`src/rtl/hilo_pkg.sv`:
```
// Shared definitions for the HI/LO unit: operation codes, FSM state constants,
// default datapath width and the sign-correction record carried to FIX.
package hilo_pkg;

    localparam int HILO_W = 32;

    typedef enum logic [1:0] {
        OP_DIV  = 2'd0,
        OP_DIVU = 2'd1,
        OP_MTHI = 2'd2,
        OP_MTLO = 2'd3
    } op_e;

    localparam logic [1:0] ST_IDLE   = 2'd0;
    localparam logic [1:0] ST_LAUNCH = 2'd1;
    localparam logic [1:0] ST_WAIT   = 2'd2;
    localparam logic [1:0] ST_FIX    = 2'd3;

    // Quotient is negated when operand signs differ; remainder follows the dividend.
    typedef struct packed {
        logic q_neg;
        logic r_neg;
    } fix_t;

endpackage

```
`src/rtl/hilo_unit_sign_fix.sv`:
```
// sign_fix: two-lane conditional two's-complement negate. Used as |x| on entry
// to the divider and as sign restoration on the divider's unsigned results.
module sign_fix
    import hilo_pkg::*;
#(
    parameter int W = HILO_W
) (
    input  logic [W-1:0] a_i,
    input  logic         a_neg_i,
    input  logic [W-1:0] b_i,
    input  logic         b_neg_i,
    output logic [W-1:0] a_o,
    output logic [W-1:0] b_o
);

    // Negating the most negative value wraps back onto itself, which is what
    // the divider expects as the magnitude 2^(W-1).
    assign a_o = a_neg_i ? (~a_i + W'(1)) : a_i;
    assign b_o = b_neg_i ? (~b_i + W'(1)) : b_i;

endmodule

```
`src/rtl/hilo_unit.sv`:
```
// hilo_unit: architectural HI/LO registers with DIV/DIVU via an external sequential
// unsigned divider. Define HILO_DIV0_TRAP_EN to get a div0_trap pulse on divide-by-zero.
module hilo_unit
    import hilo_pkg::*;
#(
    parameter int W       = HILO_W,
    parameter int TIMEOUT = 64
) (
    input  logic         clk,
    input  logic         reset,
    input  logic         op_valid,
    input  logic [1:0]   op_code,
    input  logic [W-1:0] rs_val,
    input  logic [W-1:0] rt_val,
    output logic         busy,
    output logic [W-1:0] hi,
    output logic [W-1:0] lo,
    output logic         dv_start,
    output logic [W-1:0] dv_a,
    output logic [W-1:0] dv_b,
    input  logic         dv_done,
    input  logic [W-1:0] dv_q,
    input  logic [W-1:0] dv_r,
    output logic         timeout_err,
    output logic         div0_trap
);

    localparam int               CNT_W    = $clog2(TIMEOUT + 1);
    localparam logic [CNT_W-1:0] CNT_LAST = CNT_W'(TIMEOUT - 1);

    logic [1:0]       state_q, state_d;
    logic             busy_q, busy_d;
    logic [W-1:0]     hi_q, hi_d;
    logic [W-1:0]     lo_q, lo_d;
    logic [W-1:0]     dv_a_q, dv_a_d;
    logic [W-1:0]     dv_b_q, dv_b_d;
    logic [CNT_W-1:0] cnt_q, cnt_d;
    fix_t             fix_q, fix_d;
    logic             tmo_q, tmo_d;
    logic             done_q;
    logic [W-1:0]     q_raw_q, r_raw_q;

    logic             op_signed;
    logic             is_div_op;
    logic             div0_req;
    logic [W-1:0]     rs_mag, rt_mag;
    logic [W-1:0]     q_fix, r_fix;

    assign op_signed = (op_code == OP_DIV);
    assign is_div_op = (op_code == OP_DIV) || (op_code == OP_DIVU);
    assign div0_req  = (state_q == ST_IDLE) && op_valid && is_div_op && (rt_val == '0);

    sign_fix #(.W(W)) u_entry (
        .a_i     (rs_val),
        .a_neg_i (op_signed & rs_val[W-1]),
        .b_i     (rt_val),
        .b_neg_i (op_signed & rt_val[W-1]),
        .a_o     (rs_mag),
        .b_o     (rt_mag)
    );

    sign_fix #(.W(W)) u_fix (
        .a_i     (q_raw_q),
        .a_neg_i (fix_q.q_neg),
        .b_i     (r_raw_q),
        .b_neg_i (fix_q.r_neg),
        .a_o     (q_fix),
        .b_o     (r_fix)
    );

    always_comb begin
        state_d = state_q;
        busy_d  = busy_q;
        hi_d    = hi_q;
        lo_d    = lo_q;
        dv_a_d  = dv_a_q;
        dv_b_d  = dv_b_q;
        cnt_d   = cnt_q;
        fix_d   = fix_q;
        tmo_d   = 1'b0;

        case (state_q)
            ST_IDLE: begin
                if (op_valid) begin
                    case (op_code)
                        OP_MTHI: hi_d = rs_val;
                        OP_MTLO: lo_d = rs_val;
                        default: begin
                            if (rt_val != '0) begin
                                dv_a_d      = rs_mag;
                                dv_b_d      = rt_mag;
                                fix_d.q_neg = op_signed & (rs_val[W-1] ^ rt_val[W-1]);
                                fix_d.r_neg = op_signed & rs_val[W-1];
                                busy_d      = 1'b1;
                                state_d     = ST_LAUNCH;
                            end
                        end
                    endcase
                end
            end
            ST_LAUNCH: begin
                cnt_d   = '0;
                state_d = ST_WAIT;
            end
            ST_WAIT: begin
                if (done_q) begin
                    state_d = ST_FIX;
                end else if (cnt_q == CNT_LAST) begin
                    tmo_d   = 1'b1;
                    busy_d  = 1'b0;
                    state_d = ST_IDLE;
                end else begin
                    cnt_d = cnt_q + CNT_W'(1);
                end
            end
            ST_FIX: begin
                lo_d    = q_fix;
                hi_d    = r_fix;
                busy_d  = 1'b0;
                state_d = ST_IDLE;
            end
            default: begin
                busy_d  = 1'b0;
                state_d = ST_IDLE;
            end
        endcase
    end

    always_ff @(posedge clk or negedge reset) begin
        if (!reset) begin
            state_q <= ST_IDLE;
            busy_q  <= 1'b0;
            hi_q    <= '0;
            lo_q    <= '0;
            dv_a_q  <= '0;
            dv_b_q  <= '0;
            cnt_q   <= '0;
            fix_q   <= '0;
            tmo_q   <= 1'b0;
            done_q  <= 1'b0;
        end else begin
            state_q <= state_d;
            busy_q  <= busy_d;
            hi_q    <= hi_d;
            lo_q    <= lo_d;
            dv_a_q  <= dv_a_d;
            dv_b_q  <= dv_b_d;
            cnt_q   <= cnt_d;
            fix_q   <= fix_d;
            tmo_q   <= tmo_d;
            // Divider results are sampled one cycle late; pulses outside WAIT are dropped here.
            done_q  <= dv_done && (state_q == ST_WAIT);
        end
    end

    always_ff @(posedge clk) begin
        if (dv_done && (state_q == ST_WAIT)) begin
            q_raw_q <= dv_q;
            r_raw_q <= dv_r;
        end
    end

`ifdef HILO_DIV0_TRAP_EN
    logic trap_q;

    always_ff @(posedge clk or negedge reset) begin
        if (!reset) begin
            trap_q <= 1'b0;
        end else begin
            trap_q <= div0_req;
        end
    end

    assign div0_trap = trap_q;
`else
    logic unused_div0;

    assign unused_div0 = div0_req;
    assign div0_trap   = 1'b0;
`endif

    assign busy        = busy_q;
    assign hi          = hi_q;
    assign lo          = lo_q;
    assign dv_start    = (state_q == ST_LAUNCH);
    assign dv_a        = dv_a_q;
    assign dv_b        = dv_b_q;
    assign timeout_err = tmo_q;

endmodule

```
`config.mk`:
```
export PLATFORM = sky130hd
export DESIGN_NAME = hilo_unit
export DESIGN_NICKNAME = d
export VERILOG_FILES = /design/src/rtl/hilo_pkg.sv /design/src/rtl/hilo_unit_sign_fix.sv /design/src/rtl/hilo_unit.sv
export SDC_FILE = /design/constraint.sdc
export NUM_CORES = 1
export LEC_CHECK = 0
export CORE_MARGIN = 4
export CORE_UTILIZATION = 28
export CTS_BUF_LIST = sky130_fd_sc_hd__clkbuf_2 sky130_fd_sc_hd__clkbuf_4 sky130_fd_sc_hd__clkbuf_8
export CTS_CLUSTER_SIZE = 40
export DETAILED_ROUTE_END_ITERATION = 16
export PLACE_DENSITY_LB_ADDON = 0.05
export SLEW_MARGIN = 5
export SYNTH_ARGS = -nofsm -noshare
export SYNTH_HDL_FRONTEND = slang
export SYNTH_SLANG_ARGS = --single-unit
```
`constraint.sdc`:
```
create_clock -name clk -period 7.05 [get_ports clk]
set_input_delay 1.0575 -clock clk [delete_from_list [all_inputs] [get_ports clk]]
set_output_delay 1.0575 -clock clk [all_outputs]
set_load 0.05 [all_outputs]
```
# After elaboration in Yosys (flattened, before gate mapping)

Cells that the tools add are included.

Word-level logic and storage cells: 84
Register bits after elaboration: 206
Output and inout port bits: 132

Muxes and demuxes: 28
$add $sub $neg: 5
Eq/ne operators: 15
Reduce and logical (&&, ||, !) cells: 14
Bitwise logic cells: 9

Operator list:

| operator                                                               | number |
|---|---|
| 32-bit two-way mux                                                     | 8 |
| 32-bit by 1-bit adder with 32-bit output (second input constant)       | 4 |
| 32-bit inverter                                                        | 4 |
| 32-bit case mux with 2 select lines                                    | 2 |
| 32-bit nonzero test                                                    | 1 |
| 7-bit two-way mux                                                      | 2 |
| 7-bit case mux with 2 select lines                                     | 1 |
| 2-bit two-way mux                                                      | 5 |
| 2-bit != test (second input constant)                                  | 5 |
| 3-bit AND reduction                                                    | 3 |
| 2-bit equality test (second input constant)                            | 4 |
| 1-bit two-way mux                                                      | 8 |
| 2-bit case mux with 4 select lines                                     | 1 |
| 4-bit AND reduction                                                    | 2 |
| 7-bit by 1-bit adder with 7-bit output (second input constant)         | 1 |
| 7-bit by 6-bit equality test with 1-bit output (second input constant) | 1 |
| 2-bit by 1-bit != test with 1-bit output (second input constant)       | 3 |
| 6-bit AND reduction                                                    | 1 |
| 2-bit zero test                                                        | 2 |
| 2-bit nonzero test                                                     | 2 |
| 1-bit bitwise AND                                                      | 3 |
| 3-bit != test (second input constant)                                  | 1 |
| 1-bit case mux with 3 select lines                                     | 1 |
| 3-bit nonzero test                                                     | 1 |
| 5 further kinds                                                        | 5 |

# Logic depth before layout (Yosys ltp)

Depth after elaboration: 5
Depth in mapped cells: 10
Depth with buffers taken out: 8

# Modules after synthesis

A second synthesis with hierarchy kept.

Cell total of the unflattened synthesis: 940
Area total of the unflattened synthesis: 10894.2 um2

Modules (own cells, without submodules):

| module    | times used | area each (um2) | sequential area each (um2) | cells an instance |
|---|---|---|---|---|
| hilo_unit | 1          | 7988.9          | 5475.3                     | 562 |
| sign_fix  | 2          | 1452.6          | 0.0                        | 189 |

# Least setup slack after synthesis

No wires, ideal clock.

Kind: input-to-reg
Start point: in dv_done
End point: reg q_raw_q[0] (enable)
Library setup time: 488 ps
Setup slack: 2786 ps
Path buffers: 0
Cell stages on the path: 2
Arrival: 3776 ps
Path through: inv_1 > nor2_1

Cells in the longest elaborated chain, start to end: 1

RTL lines:

| element              | RTL line         | RTL |
|---|---|---|
| from (decl)          | hilo_unit.sv:21  | `input logic dv_done,` |
| 1-bit logical AND    | hilo_unit.sv:157 | `if (dv_done && (state_q == ST_WAIT)) begin` |
| to (signal assigned) | hilo_unit.sv:158 | `q_raw_q <= dv_q;` |
| to (decl)            | hilo_unit.sv:41  | `logic [W-1:0] q_raw_q, r_raw_q;` |

Every way passes these cells.
A chain may end at the register's enable or synchronous reset.

# Worst setup path in the final report

Start point: in rt_val[4]
End point: reg dv_a_q[29] (netlist: dv_a[29])

Cells in the longest elaborated chain, start to end: 2

RTL lines:

| element                       | RTL line         | RTL |
|---|---|---|
| from (decl)                   | hilo_unit.sv:14  | `input logic [W-1:0] rt_val,` |
| 32-bit nonzero test           | hilo_unit.sv:89  | `if (rt_val != '0) begin` |
| 4-bit AND reduction (no line) | -                |  |
| to (signal assigned)          | hilo_unit.sv:146 | `dv_a_q <= dv_a_d;` |
| to (decl)                     | hilo_unit.sv:35  | `logic [W-1:0] dv_a_q, dv_a_d;` |

Every way passes these cells.

==> flow_summary.ini <==
[sta]
worst_pin_slew_ns = 1.27
rsz0062_at_grt = no
skew_ns = 0.0195
finalSetupViolCount = 0
period_minus_slack_ns = 3.70
timing.fmax_mhz = 271
setup_tns_ns = 0
whs_ns = 0.475
period_share = 0.524
slew_headroom = 0.149
hold_violations = 0
maxSlewViolCount = 0

[clock_network]
postCtsSetupRepairBufs = 0
clkSlewWorstSetupHoldPaths_ns = 0.06
cts_max_level = 2
cts_buffers = 42
cts_tree = done
cts.sinks = 206
ctsHoldBuffers = 0
clock_path_buffers = 3
clk_root_buffer_cell = clkbuf_8
clock_latency_ns = 0.56
ctsResizeCount = 0

[route]
drt_iter0_drc = 444
vias = 8496
post-route-drc-count = 0
drtAntennaViolNets = 0
dr.pass1.iters = 5
wl_per_cell_um = 20.7
wl_um = 37000
routed_via_density = 4.76

[yosys]
yosysMostFrequentCell = nand2_1
yosysSeqAreaShare = 0.527
synth.cell_area_mm2 = 0.0104
ys_async_sr_fraction = 0.689
synth_commonest_cells = nand2_1, dfrtp_1, o21ai_0
synth.top_cell.area_share = 0.342
syn_inst = 1017
yosys_warnings = 0
synth_enable_flop_cells = 64
ys_ff_latch = 206
yosys.area.top_type = dfrtp_1
yosysUniqueCellTypes = 61
syn_nets = 1156
avgSynthCellArea_um2 = 10.2
ys.flop_type = dfrtp_1
yosys-top-cells-area = dfrtp_1, edfxtp_1, xor2_1

[critical_path]
start_kind = input port
path_cells = clkdlybuf4s50_1 > or4_1 > nor3_2 > nand3_1 > o31ai_4 > buf_4 > nand2_1 > o21ai_1
crit_type = in2reg
end_kind = register
crit_fanout = 96
critical_path_required_ns = 7.52
path_buf_inv = 2
max_stage_delay_ns = 0.74
critPathTopFamily = simple AND/OR/NAND/NOR gates
slowest_stage = buf_4
critPathArrivalTime_ns = 4.16

[place]
postPlaceCellArea_mm2 = 0.0134
dp_cells = 1708
gp_congestion = 0.872
port-buffer-count = 264
dpl.hpwl_um = 27200

[grt]
grt_usage = 0.178
grt_pass1_wl_um = 55100
grt_pass1_vias = 8521
grt-ovfl-total = 0
antenna_found_initial = 3
grt_max_degree = 97

[final_layout]
stdcell_area_mm2 = 0.0144
final.fill_count = 3737
num_antenna_cells = 0
drive_gt1_frac = 0.0973
fin_nets = 1423
syn2layout_area_growth_pct = 38.2
stdcell_count = 1784

[pwr]
powerDensity_mw_per_mm2 = 465
power_leakage_nw = 5.57
ir_worst_vdd_v = 0.000224

[status]
outcome = complete, no violations

[floorplan]
ios = 266
die_w_um = 201
placeableCoreArea_mm2 = 0.0366
die_y_um = 201
initial_core_util = 0.284
dieArea_mm2 = 0.0402
rows = 70

[worst_hold_path]
hold_path_class = reg2reg

[run]
cap_violations = 0
placed cells by master, fill, tap and decap left out, types with 44 or more instances in the layout:
cell type	instances
clkbuf_8	57
clkdlybuf4s50_1	263
dfrtp_1	142
edfxtp_1	64
nand2_1	148
nor2_1	66
o21ai_0	78
o21ai_1	65
xnor2_1	44
xor2_1	64
where the power goes:
part / internal (W) / leakage [nW] / switching, W
clock network: 0.000805 / 0.496 / 0.000549
registers: 0.00172 / 2.33 / 0.000331
logic: 0.00109 / 2.74 / 0.00218
total: 0.00362 / 5.57 / 0.00306
metrics by stage:
stage	power (W)	util	setup slack (ns)
after floorplan	0.00413	-	2.79
after global placement	0.00536	0.367	2.92
after detailed placement	0.00539	0.367	2.75
after CTS	0.00678	0.392	3.35
after global routing	0.00705	0.392	3.07
final	0.00668	0.392	3.35
sequential cells by signal (all words and copies together), names as in the netlist:
register     flops
timeout_err      1
hi              32
q_raw_q         32
busy             1
r_raw_q         32
fix_q            2
dv_b            32
cnt_q            7
state_q          2
dv_a            32
done_q           1
lo              32
cell type report:
cell class | instances | area, um^2 | area share
clock buffers | 74 | 912 | 0.0636
well taps | 468 | 586 | 0.0408
flip-flops and latches | 206 | 5480 | 0.382
multi-input cells | 739 | 4570 | 0.318
inverters | 21 | 78.8 | 0.00549
clock inverters | 2 | 10.0 | 0.000697
repair buffers | 274 | 2720 | 0.189
worst register-to-register path, cell delays in order (launching register included):
cell      delay, ns
edfxtp_1       0.42
or4_1          0.62
nor4_2         0.49
nand3_1        0.35
o41ai_1        0.40
xor2_1         0.17
o21ai_0        0.08
logic make-up after synthesis:
logic type / synth area share
and+or+nand+nor: 0.150
AOI/OAI and AO/OA: 0.151
DFF: 0.527
xor gates and xnor gates: 0.0911
buffers and inverters: 0.0337
muxes: 0.0415
adders and majority gates: 0.00602
other: 0.000361
layer usage:
metal | wire (um) | vias to the layer above | GRT usage | part of all wire
met5 | 0 | - | 0 | 0
met4 | 828 | 0 | 0.0492 | 0.022
met3 | 2430 | 49 | 0.0457 | 0.066
met2 | 17000 | 234 | 0.285 | 0.46
met1 | 16700 | 4025 | 0.240 | 0.45
li1 | - | 4188 | - | -
worst paths after layout:
kind                        startpoint        to  slack, ns  cells past startpoint
max                          rt_val[4]  dv_a[29]       3.35                      8
min in group asynchronous        reset  dv_b[16]       0.55                      1
max reg2reg                q_raw_q[10]    lo[22]       4.38                      6
max in group asynchronous        reset   dv_a[6]       5.12                      2
min                           dv_a[31]  dv_a[31]       0.47                      2
min reg2reg                   dv_a[31]  dv_a[31]       0.47                      2
No activity file was read; power rests on OpenSTA's default activity.
